--- src/rtl/ysyx_041514_lsu_mem_stage.sv ---
// ysyx_041514_lsu_mem_stage: memory-access stage issuing one aligned 64-bit request per load/store.
// Misaligned accesses are flagged in IDLE instead of being issued.
module ysyx_041514_lsu_mem_stage #(
  parameter int XLEN = 64,
  parameter int MEMOP_LEN = 4,
  parameter int REGIDX_LEN = 5
) (
  input  logic                  clk,
  input  logic                  rst,
  input  logic                  ex_valid_i,
  input  logic [MEMOP_LEN-1:0]  mem_op_i,
  input  logic [XLEN-1:0]       addr_i,
  input  logic [XLEN-1:0]       store_data_i,
  input  logic [REGIDX_LEN-1:0] rd_idx_i,
  output logic                  mem_req_valid_o,
  input  logic                  mem_req_ready_i,
  output logic [XLEN-1:0]       mem_req_addr_o,
  output logic                  mem_req_we_o,
  output logic [7:0]            mem_req_wstrb_o,
  output logic [XLEN-1:0]       mem_req_wdata_o,
  input  logic                  mem_resp_valid_i,
  input  logic [XLEN-1:0]       mem_resp_data_i,
  output logic [XLEN-1:0]       load_data_o,
  output logic                  load_valid_o,
  output logic [REGIDX_LEN-1:0] rd_idx_o,
  output logic                  lsu_stall_req_o,
  output logic                  misalign_load_o,
  output logic                  misalign_store_o
);
  typedef enum logic [1:0] {S_IDLE, S_REQ, S_WAIT, S_DONE} state_t;
  state_t state, nxt;
  logic [MEMOP_LEN-1:0] op_q;
  logic [XLEN-1:0] addr_q, data_q, sh, ext;
  logic [1:0] lg_i, lg_q;
  logic [7:0] mask;
  logic ld_i, st_i, ld_q, st_q, mis, start, req, sgn;
  // log2 of access size: loads 1..7 map onto 0..3 via op-1 on the low two bits
  assign lg_i = mem_op_i[3] ? mem_op_i[1:0] : mem_op_i[1:0] - 2'd1;
  assign lg_q = op_q[3] ? op_q[1:0] : op_q[1:0] - 2'd1;
  assign ld_i = (mem_op_i != '0) & ~mem_op_i[3];
  assign st_i = mem_op_i[3:2] == 2'b10;
  assign ld_q = (op_q != '0) & ~op_q[3];
  assign st_q = op_q[3:2] == 2'b10;
  assign mis = (lg_i == 2'd1 & addr_i[0]) | (lg_i == 2'd2 & |addr_i[1:0]) |
               (lg_i == 2'd3 & |addr_i[2:0]);
  assign start = state == S_IDLE & ex_valid_i & (ld_i | st_i) & ~mis;
  assign misalign_load_o = state == S_IDLE & ex_valid_i & ld_i & mis;
  assign misalign_store_o = state == S_IDLE & ex_valid_i & st_i & mis;
  assign req = state == S_REQ;
  assign mask = lg_q == 2'd0 ? 8'h01 : lg_q == 2'd1 ? 8'h03 : lg_q == 2'd2 ? 8'h0f : 8'hff;
  assign mem_req_valid_o = req;
  assign mem_req_addr_o = req ? {addr_q[XLEN-1:3], 3'b000} : '0;
  assign mem_req_we_o = req & st_q;
  assign mem_req_wstrb_o = req & st_q ? mask << addr_q[2:0] : 8'h00;
  assign mem_req_wdata_o = req & st_q ? data_q << {addr_q[2:0], 3'b000} : '0;
  assign lsu_stall_req_o = start | req | state == S_WAIT;
  assign load_valid_o = state == S_DONE & ld_q;
  // LB/LH/LW (1..3) sign-extend; LBU/LHU/LWU (5..7) zero-extend; LD needs none
  assign sgn = ~op_q[2];
  assign sh = mem_resp_data_i >> {addr_q[2:0], 3'b000};
  assign ext = lg_q == 2'd0 ? {{(XLEN-8){sgn & sh[7]}}, sh[7:0]} :
               lg_q == 2'd1 ? {{(XLEN-16){sgn & sh[15]}}, sh[15:0]} :
               lg_q == 2'd2 ? {{(XLEN-32){sgn & sh[31]}}, sh[31:0]} : sh;
  always_comb begin
    nxt = state;
    case (state)
      S_IDLE: nxt = start ? S_REQ : S_IDLE;
      S_REQ:  nxt = mem_req_ready_i ? (st_q ? S_DONE : S_WAIT) : S_REQ;
      S_WAIT: nxt = mem_resp_valid_i ? S_DONE : S_WAIT;
      default: nxt = S_IDLE;
    endcase
  end
  always_ff @(posedge clk) begin
    if (rst) begin
      state <= S_IDLE;
      op_q <= '0;
      addr_q <= '0;
      data_q <= '0;
      rd_idx_o <= '0;
      load_data_o <= '0;
    end else begin
      state <= nxt;
      if (start) begin
        op_q <= mem_op_i;
        addr_q <= addr_i;
        data_q <= store_data_i;
        rd_idx_o <= rd_idx_i;
      end
      if (state == S_WAIT && mem_resp_valid_i) load_data_o <= ext;
    end
  end
endmodule

--- config.mk ---
export PLATFORM = sky130hd
export DESIGN_NAME = ysyx_041514_lsu_mem_stage
export DESIGN_NICKNAME = d
export VERILOG_FILES = /design/src/rtl/ysyx_041514_lsu_mem_stage.sv
export SDC_FILE = /design/constraint.sdc
export NUM_CORES = 1
export LEC_CHECK = 0
export CELL_PAD_IN_SITES_DETAIL_PLACEMENT = 1
export CELL_PAD_IN_SITES_GLOBAL_PLACEMENT = 2
export CORE_MARGIN = 5
export CORE_UTILIZATION = 26
export DETAILED_ROUTE_END_ITERATION = 12
export GPL_TIMING_DRIVEN = 0
export PLACE_DENSITY = 0.78
export RECOVER_POWER = 100
export SKIP_CTS_REPAIR_TIMING = 1
export SYNTH_ARGS = -nofsm -noshare
export SYNTH_HDL_FRONTEND = slang
export SYNTH_SLANG_ARGS = --single-unit
--- constraint.sdc ---
create_clock -name clk -period 3.59 [get_ports clk]
set_clock_uncertainty 0.1 [all_clocks]
set_input_delay 0.8975 -clock clk [delete_from_list [all_inputs] [get_ports clk]]
set_output_delay 0.8975 -clock clk [all_outputs]
set_load 0.005 [all_outputs]
### Yosys cells after proc, flatten, opt, wreduce, memory -nomap -nowiden

Cells that the tools add are included.

| operators by class | value |
|---|---|
| multiply operators | 0 |
| eq/ne operators | 10 |
| $lt $le $gt $ge | 0 |
| shifts and indexed selects | 3 |
| div/mod/pow operators | 0 |
| bitwise logic cells | 26 |
| mux-type cells | 16 |
| add/sub/neg operators | 2 |
| reductions and logical operators | 7 |

Operators with widths:

| operator | count |
|---|---|
| 64-bit 2-to-1 mux | 5 |
| 64-bit by 6-bit << shifter with 64-bit output | 1 |
| 64-bit by 6-bit right shift with 64-bit output | 1 |
| 8-bit 2-to-1 mux | 4 |
| 1-bit AND | 17 |
| 2-bit equality test (second input constant) | 7 |
| 4-bit nonzero test | 2 |
| 8-bit by 3-bit << shifter with 8-bit output | 1 |
| 2-bit by 1-bit equality test with 1-bit output (second input constant) | 3 |
| 2-bit 2-to-1 mux | 3 |
| 2-bit one-hot mux with 3 select lines | 1 |
| 1-bit OR | 5 |
| 2-bit zero test | 2 |
| 1-bit NOT | 4 |
| 2-bit by 1-bit subtractor with 2-bit output (second input constant) | 2 |
| 1-bit 2-to-1 mux | 3 |
| 3-bit OR reduction | 1 |
| 2-bit OR reduction | 1 |
| 1-bit logical AND | 1 |

| word-level totals | value |
|---|---|
| bits in writable memories | 0 |
| memories | 0 |
| memory bits (read-only) | 0 |
| output and inout port bits | 211 |
| input bits | 206 |
| bits in registers | 203 |
| bits in latches | 0 |

### Logic depth before layout (Yosys ltp)

Gate-level depths: netlist of run 1.

| depth | value |
|---|---|
| depth in word-level cells | 10 |
| gate-level depth with buffers | 9 |
| gate-level depth less buffers | 7 |

### Worst setup path before layout of run 1

No wires, ideal clock.

| timing path | value |
|---|---|
| path kind | input to output |
| start point | input mem_op_i[0] |
| end point | output lsu_stall_req_o |
| stages on the path | 7 |
| setup slack | 0.352 ns |
| data arrival time | 2.240 ns |
| path through | inv_1 -> ha_1 -> or3b_2 -> nand4_1 -> a31oi_1 -> buf_2 -> or3_1 |

| between the ends | value |
|---|---|
| longest elaborated chain between the ends | 10 |
| elaborated cells between the ends (all ways) | 18 |

RTL lines:

| item | line | text |
|---|---|---|
| start, declared | 11 | `input logic [MEMOP_LEN-1:0] mem_op_i,` |
| 2-bit by 1-bit subtractor with 2-bit output | 38 | `assign lg_i = mem_op_i[3] ? mem_op_i[1:0] : mem_op_i[1:0] - 2'd1;` |
| 2-bit 2-to-1 mux | 38 |  |
| 2-bit by 1-bit equality test with 1-bit output / 2-bit equality test (equally long branches) | 44 | `assign mis = (lg_i == 2'd1 & addr_i[0]) \| (lg_i == 2'd2 & \|addr_i[1:0]) \|` |
| 1-bit AND | 44 |  |
| 1-bit OR (2 in series) | 44 |  |
| 1-bit NOT | 46 | `assign start = state == S_IDLE & ex_valid_i & (ld_i \| st_i) & ~mis;` |
| 1-bit AND * | 46 |  |
| 1-bit OR * (2 in series) | 56 | `assign lsu_stall_req_o = start \| req \| state == S_WAIT;` |
| end, declared | 26 | `output logic lsu_stall_req_o,` |

Mark *: on every way between the ends. The rest lies on a longest branch, timed or not.

### Worst setup path after layout of run 1

| timing path | value |
|---|---|
| start point | register addr_q[1] |
| end point | output mem_req_wdata_o[50] |

| between the ends | value |
|---|---|
| longest elaborated chain between the ends | 2 |

RTL lines:

| item | line | text |
|---|---|---|
| start, declared | 33 | `logic [XLEN-1:0] addr_q, data_q, sh, ext;` |
| start signal, assigned | 85 | `addr_q <= addr_i;` |
| 64-bit by 6-bit << shifter with 64-bit output | 55 | `assign mem_req_wdata_o = req & st_q ? data_q << {addr_q[2:0], 3'b000} : '0;` |
| 64-bit 2-to-1 mux | 55 |  |
| end, declared | 20 | `output logic [XLEN-1:0] mem_req_wdata_o,` |

No other way between the ends.

==> impl_results.md, run 1 <==
* Status: finished, violations left
* Failing checks: negative setup slack
* Global-route wire length before repair at 84.5 mm
* Top sig layer: met5
* Worst-margin pin slew at 1.15 ns
* Fmax at 0.272 GHz
* Top cells by area, synth: dfxtp_1 35%, mux2i_1 19%, nor2_1 7.1%
* Clk_lat worst skew at 0.55 ns
* Area fraction of the dominant cell type after synthesis at 35.4%
* Synthesized instance count at 1,341
* Placed inst area at 16,400 µm²
* Crit path top cell by count: buf_12
* Layout cells sized above 1 at around 15%
* Worst EP arrival at 2.67 ns
* Metal1 wirelength at 26.3 mm
* Die Height at approximately 220 µm
* Avg Vias per Cell at 5.03
* CP delay by family, top: buffers and inverters
* Compound-Gate Fraction of Synth Area at 15.2%
* Nets at 2,032
* Buffers & Inverters on Critical Path at 5
* Adder-Cell Fraction of Synth Area at less than 1%
* Setup ws final at -0.0806 ns
* Total Power at 6.49 mW
* Initial antenna violation count at 9
* Max FO, Critical Path at 11
* Worst path depth at 9
* Die area at a little under 50,000 µm²
* Vias at around 12,000
* Req. time, crit path at approximately 2.6 ns
* Main combinational cell family by area after synthesis: multiplexers
* EDFF count, synth at 0
* Most frequent cells after synthesis: 219 x mux2i_1, 218 x nor2_1, 203 x dfxtp_1
* Hold crit path type: reg -> reg
* Core ar. at 43,900 µm²
* Final instance area at 18,400 µm²
* GP Congestion at 0.909
* Port buffer count at 412
* Drt first pass iters at 5
* DRT iter0 DRCs at 684
* TritonCTS clock tree: built
* Clock root cell: clkbuf_16
* Fin. Hold Viols at 0
* Post-synthesis cell type count at 52
* Filler Cell Count at 5,156
* Num CTS Buffers at 25
* FF/Latch Area at a little over 4000 µm²
* Post-synthesis instance area at 11,500 µm²
* Global-route usage over all layers at 23.1%
* Worst vdd ir at around 0.00033 V
* Residual overflow from global routing at 0
* Area growth syn-to-layout at 60.0%
* DRT Wirelength at 59.8 mm
* Sequential element share of the synthesized area at 35.4%
* Hold slack at about 0.38 ns
* Rel. slew slack at a little under a quarter
* DR WL met3 at 4.37 mm
* Final setup fails at 8
* Htree depth at 1
* Critical path's slowest cell: o21ai_0
* Synth Area in Simple Gates at a little under a fifth
* Largest net degree at the start of global routing at 14
* Max Buffers Root-to-Sink at 3
* Die Wd at 220 µm
* Leakage at roughly 7.5 nW
* Crit. End Element: output pin
* Critical path's largest stage delay at roughly 0.56 ns
* Antenna Violating Nets Remaining at 0
* XOR/XNOR Fraction of Synth Area at less than 1%
* Synth Register Bits at 203
* Unrepaired setup endpoints after global routing: yes
* Setup TNS at -0.389 ns
* Dpl hpwl at 47.8 mm
* Initial Util at 26.2%
* Power per cell area at between 300 and 400 nW/µm²
* DRC Markers at 0
* I/O Pins at approximately 420
* Area taken by multi-input logic gates at 7310 µm²
* Syn. warnings at 0
* Fin util at 41.9%
* Cell Rows at between 70 and 80
* Post-synthesis mux area share at 25.2%
* Drt wl/cell at 24.5 µm
* Reg clk slew, reported paths at 0.06 ns
* Crit Path Category: reg -> out
* Critical path, cell by cell: buf_6 > buf_12 > buf_8 > buf_12 > mux2i_4 > o21ai_0 > a21oi_2 > nor2_1 > dlymetal6s2s_1
* Syn_area_per_cell at 8.57 µm²
* Dominant synthesized flop cell: dfxtp_1
* Max cap viols at 0
* R2R depth at 7
* Max Slew Vio Count at 0
* Vias in the first global route at 12,400
* Worst Hold Depth at 2
* Cell taking the most area after synthesis: dfxtp_1
* Met2 WL at 27.7 mm
* Startpoint types: flip-flop
* Asr flop ratio synth at 0%
* Clock Sinks at 203
* Min Tclk post-route at between 3 and 4 ns
* Tcrit/Tclk final at 102%
* Count leader, synth: mux2i_1
==> logic make-up (layout without fill, tap and decap cells) <==
group / count (synthesis) / in the layout
fa+ha+maj: 2 / 2
simple gates: 449 / 449
xor+xnor: 2 / 2
flops: 203 / 203
compound gates: 289 / 289
other cells: 1 / 6
buf+inv: 133 / 631
mux: 262 / 262
==> layout by cell type, fill, tap and decap left out, types with 23 or more instances in the layout <==
| cell | instances |
|---|---|
| nor2b_1 | 35 |
| buf_4 | 40 |
| clkdlybuf4s50_1 | 289 |
| o21ai_0 | 96 |
| nor3_1 | 25 |
| dlymetal6s2s_1 | 35 |
| and2_1 | 83 |
| nor2_1 | 204 |
| a21oi_1 | 72 |
| dlygate4sd3_1 | 75 |
| dfxtp_1 | 196 |
| mux2i_1 | 203 |
| clkbuf_16 | 26 |
| clkbuf_1 | 70 |
| a211oi_1 | 42 |
| nand2_1 | 54 |
| mux2_2 | 23 |
==> power breakdown <==
group	internal (mW)	switching, mW
clock	1.43	1.03
combinational	0.748	0.828
sequential	2.36	0.104
==> registers in the layout, summed over array words and instances (netlist names) <==
register     flops
state            2
rd_idx_o         5
load_data_o     64
data_q          64
op_q             4
addr_q          64
==> area by class of cell <==
class / instances / share of cell area, %
antenna: 3 / 0.0408
tap: 592 / 4.03
inverter: 11 / 0.225
buffer: 121 / 5.12
timing repair buffer: 455 / 24.4
multi-input combinational: 1007 / 39.7
sequential: 203 / 22.2
clock inverter: 7 / 0.442
clock buffer: 37 / 3.81
==> final timing paths <==
path / startpoint / to / slack (ns)
setup / recovery: addr_q[1] / mem_req_wdata_o[50] / -0.08
hold / removal: addr_q[32] / addr_q[32] / 0.38
setup reg to reg: addr_q[0] / load_data_o[59] / 0.35
hold reg to reg: addr_q[32] / addr_q[32] / 0.38
==> tightest hold or removal path, cell delays in order (launching register included) <==
cell and delay [ns]:
dfxtp_1 0.32, mux2i_1 0.06, nor2_1 0.07
==> per-layer routing <==
| metal | vias up | GRT usage [%] |
|---|---|---|
| met1 | 6061 | 31.3 |
| met3 | 81 | 4.64 |
| met2 | 424 | 37.9 |
| met4 | 8 | 5.47 |
| li1 | 5686 | - |
| met5 | - | 0 |
==> per-stage QoR <==
stage,std cells,setup WS (ns)
floorplan,1343,0.352
global placement,2347,-1.02
detailed placement,2348,-1.05
CTS,2392,-1.33
global route,2436,-0.180
finish,2436,-0.0806
(Power assumes the default switching activity.)
==> run 2: changes to the inputs <==
Settings changed: SLEW_MARGIN set to 20.
==> run 2 against run 1 <==
Effect of this change:
- flip-flop and latch count stayed put
- clock power is 3% higher
- the flow now finishes without violations
- global-route usage is 0.065 points higher
==> impl_results.md, run 2 (same netlist as run 1, synthesis figures left out) <==
* Status: completed
* Rel. slew slack at 35.0%
* Power Internal at 4.62 mW
* Startpoint types: input pin
* Dpl hpwl at 47.7 mm
* Worst vdd ir at 0.000333 V
* Sw power at 2.00 mW
* Drt wl/cell at approximately 25 µm
* Clock Sinks at 203
* Worst Setup SP: mem_op_i[0]
* Reg-to-Reg Start: addr_q[0]
* Clock Power Share at between 30% and 40%
* Crit. End Element: output pin
* Worst-margin pin slew at 0.951 ns
* Min Tclk post-route at 3.55 ns
* R2R Setup Slk at 0.75 ns
* Hold slack at 0.384 ns
* Global-route wire length before repair at between 80 and 90 mm
* Crit Path Category: in -> out
* Tcrit/Tclk final at 99.0%
* Antenna Violating Nets Remaining at 0
* Avg Vias per Cell at 5.03
* Htree depth at 1
* Most common cell after layout, fill and taps aside: clkdlybuf4s50_1
* Seq pwr share at 37.4%
* Clock root cell: clkbuf_16
* Max Buffers Root-to-Sink at 3
* Vias at 12,200
* DRC Markers at 0
* CP endpoint: lsu_stall_req_o
* GP Congestion at 0.909
* Residual overflow from global routing at 0
* Hold crit path type: reg -> reg
* Nets at ~2,000
* DRT Wirelength at 60.0 mm
* Req. time, crit path at 2.59 ns
* Gate power share at about a quarter
* Max FO, Critical Path at 7
* DRT iter0 DRCs at roughly 700
* Net Sw Frac at 30.2%
* Global-route usage over all layers at 23.1%
* Placed inst area at 16,400 µm²
* R2R depth at 7
* TritonCTS clock tree: built
* Initial Util at around a quarter
* Biggest regs: addr_q: 64 flops, data_q: 64 flops, load_data_o: 64 flops
* Die area at 48,500 µm²
* Layout cells sized above 1 at 16.7%
* Most frequent cells in the layout: 355 x clkdlybuf4s50_1, 204 x nor2_1, 200 x mux2i_1
* Leakage at around 7.6 nW
* Max cap viols at 0
* I/O Pins at around 420
* Fmax at 0.281 GHz
* Cell Rows at 77
* Fin. Hold Viols at 0
* Filler Cell Count at roughly 5,100
* Reg clk slew, reported paths at about 0.060 ns
* Drt first pass iters at 5
* Fin util at 42.5%
* Port buffer count at 412
* Clk_lat worst skew at 0.56 ns
* Worst Hold Depth at 2
* Worst EP arrival at 2.56 ns
* Vias in the first global route at roughly 13,000
* Area growth syn-to-layout at 62.5%
* Worst reg2reg path endpoint: load_data_o[48]
* Max Slew Vio Count at 0
* Total Power at 6.61 mW
* Setup TNS at 0 ns
* Die Wd at 220 µm
* Num CTS Buffers at 25
* Final instance area at between 15,000 and 20,000 µm²
* Core ar. at approximately 44,000 µm²
* Unrepaired setup endpoints after global routing: yes
* Final setup fails at 0
* Power per cell area at 354 nW/µm²
* Die Height at ~220 µm
* Largest net degree at the start of global routing at 14
* Initial antenna violation count at 8
## run 2: cell types whose count changed in the layout (fill, tap and decap cells not counted), moves of 4 or more
cell / change
buf_4: +19
buf_6: -4
clkbuf_1: -21
clkbuf_4: -6
clkbuf_8: +7
clkdlybuf4s50_1: +66
dlygate4sd3_1: -75
dlymetal6s2s_1: +16
mux2i_2: -4
mux2i_4: +7
## run 2: through the flow
step | setup slack (ns) | cells
2_1_floorplan | 0.352 | 1343
3_3_place_gp | -1.02 | 2347
3_5_place_dp | -1.08 | 2348
4_1_cts | -1.37 | 2389
5_1_grt | -0.0387 | 2429
6_report | 0.0357 | 2431
## run 2: worst min path at each step
stage,from,to
6_report,addr_q[56],addr_q[56]
3_3_place_gp,addr_q[4],addr_q[4]
3_5_place_dp,addr_q[32],addr_q[32]
2_1_floorplan,addr_q[10],addr_q[10]
5_1_grt,addr_q[25],addr_q[25]
4_1_cts,addr_q[48],addr_q[48]
## run 2: final cells by class
type                            instances  area [µm²]  area share [%]
Inverter                               11        41.3           0.221
Multi-Input combinational cell       1007        7470            40.0
Antenna cell                            3        7.51          0.0402
Timing Repair Buffer                  453        4560            24.4
Sequential cell                       203        4080            21.9
Tap cell                              592         741            3.97
Buffer                                121         963            5.16
Clock buffer                           38         774            4.15
Clock inverter                          3        36.3           0.194
## run 2: routing by layer
metal / global-route usage [%] / wire (µm) / share of wire, %
met1: 30.8 / 26200 / 44
met3: 5.28 / 4450 / 7.4
met5: 0 / 50 / 0.083
met4: 6.53 / 2000 / 3.3
met2: 37.6 / 27300 / 46
## run 2: power by group through the flow
stage	logic [mW]	clock network, mW	registers, mW
6_report	1.62	2.52	2.47
5_1_grt	1.73	2.67	2.48
4_1_cts	1.42	2.59	2.46
3_5_place_dp	1.41	0	2.51
3_3_place_gp	1.40	0	2.50
2_1_floorplan	0.753	0	2.46
## run 2: critical path, stage by stage
cell     delay [ns]
buf_2          0.14
inv_2          0.07
ha_2           0.16
or3b_2         0.43
nand4_1        0.13
a31oi_4        0.07
buf_8          0.16
or3_1          0.34
buf_2          0.14
==> run 3: changes to the inputs <==
Settings changed: CORE_MARGIN 5 to not set.
==> run 3 against run 2 <==
Effect of this change:
- the flow now finishes with violations (negative setup slack)
- sequential share of layout area shrank 0.13 points
- power grew 4.2%
- critical path type is now reg -> out
- core utilization grew 0.83 points
- design area grew 0.62%
- first-iteration DRC count grew 3.2%
- global-route usage grew 1.2 points
==> impl_results.md, run 3 (same netlist as run 1, synthesis figures left out) <==
* Die Height at roughly 210 µm
* Drt wl/cell at 23.9 µm
* Biggest regs: addr_q: 64 flops, data_q: 64 flops, load_data_o: 64 flops
* Fin. Hold Viols at 0
* Tcrit/Tclk final at 101%
* Crit. End Element: output pin
* Rel. slew slack at 29.6%
* Failing checks: negative setup slack
* Avg Vias per Cell at 5.04
* Max FO, Critical Path at 10
* Vias in the first global route at roughly 12,000
* Vias at approximately 12,000
* Global-route wire length before repair at slightly above 80 mm
* Leakage at 7.99 nW
* Final setup fails at 2
* Most frequent cells in the layout: 281 x clkdlybuf4s50_1, 205 x nor2_1, 198 x mux2i_1
* Core ar. at 43,400 µm²
* Fmax at 0.276 GHz
* Area growth syn-to-layout at 63.5%
* Post-Layout Cell Count at 2,438
* Nets at ~2,000
* Power Internal at 4.87 mW
* Seq pwr share at 35.7%
* DRT Wirelength at between 50 and 60 mm
* Max Buffers Root-to-Sink at 3
* Gate power share at 23.0%
* Sw power at 2.02 mW
* Startpoint types: flip-flop
* Worst EP arrival at 2.63 ns
* Initial antenna violation count at 7
* Port buffer count at 412
* Clock root cell: clkbuf_16
* Cell Rows at 76
* Worst-margin pin slew at ~1.0 ns
* Drt first pass iters at 4
* Status: finished, violations left
* Unrepaired setup endpoints after global routing: yes
* Clk_lat worst skew at 0.57 ns
* Clock Power Share at about two fifths
* Max cap viols at 0
* Die area at 45,100 µm²
* Dpl hpwl at 46.4 mm
* Setup ws final at -0.0382 ns
* Htree depth at 1
* TritonCTS clock tree: built
* Worst vdd ir at 0.000335 V
* Num CTS Buffers at 27
* Largest net degree at the start of global routing at 15
* Hold crit path type: reg -> reg
* Residual overflow from global routing at 0
* Layout cells sized above 1 at 16.6%
* Net Sw Frac at 29.3%
* Clock Sinks at 203
* Die Wd at 212 µm
* Most common cell after layout, fill and taps aside: clkdlybuf4s50_1
* Global-route usage over all layers at 24.3%
* DRC Markers at 0
* Post-place setup slack at -0.935 ns
* Antenna Violating Nets Remaining at 0
* Reg clk slew, reported paths at 0.06 ns
* GP Congestion at 0.917
* I/O Pins at 417
* Placed Instances at 2,341
* DRT iter0 DRCs at approximately 740
* Crit Path Category: reg -> out
* Min Tclk post-route at 3.63 ns
* Max Slew Vio Count at 0
* Power per cell area at 367 nW/µm²
* Req. time, crit path at 2.59 ns
* Initial Util at 26.5%
-- run 3: power by group through the flow --
stage	registers [mW]	logic, mW	clock network [mW]
2_1_floorplan	2.46	0.753	0
3_3_place_gp	2.50	1.38	0
6_report	2.46	1.59	2.84
5_1_grt	2.47	1.68	3.01
4_1_cts	2.45	1.41	2.91
3_5_place_dp	2.50	1.40	0
-- run 3: area by class of cell --
type                            instances  area (µm²)
Fill cell                            4993       24600
Inverter                               11        41.3
Antenna cell                            5        12.5
Clock inverter                         15         196
Buffer                                121         972
Sequential cell                       203        4080
Tap cell                              585         732
Timing Repair Buffer                  458        4610
Multi-Input combinational cell       1007        7410
Clock buffer                           33         738
-- run 3: per-layer routing --
metal	part of all wire [%]	up-vias	global-route usage (%)	routed length, µm
met5	0.027	-	0	16
met4	3.6	2	8.39	2090
met3	7.4	91	5.52	4320
met2	45	492	39.5	26400
met1	44	5976	31.6	25400
li1	-	5727	-	-
-- run 3: worst paths after layout --
kind	cells after the start	startpoint	to	slack, ns
setup / recovery	6	op_q[3]	mem_req_wstrb_o[6]	-0.04
hold / removal	2	addr_q[57]	addr_q[57]	0.38
hold reg to reg	2	addr_q[57]	addr_q[57]	0.38
setup reg to reg	8	addr_q[0]	load_data_o[41]	0.71
-- run 3: worst max-delay path, cell delays in order, from the launching register on --
cell and delay [ns]:
dfxtp_1 0.31, buf_4 0.17, xnor2_1 0.59, o21bai_4 0.34, nand2_1 0.09, a211oi_1 0.30
dlymetal6s2s_1 0.25
-- run 3: through the flow --
stage | cell area (µm²) | setup TNS (ns) | utilization, % | hold slack, ns | total power, mW
floorplan | 11500 | 0 | - | 0.352 | 3.22
global placement | 16400 | -40.94 | 37.7 | 0.363 | 3.88
detailed placement | 16400 | -39.66 | 37.7 | 0.374 | 3.90
CTS | 17300 | -88.17 | 39.9 | 0.390 | 6.77
global route | 18800 | -0.690 | 43.3 | 0.403 | 7.17
finish | 18800 | -0.0613 | 43.3 | 0.382 | 6.89
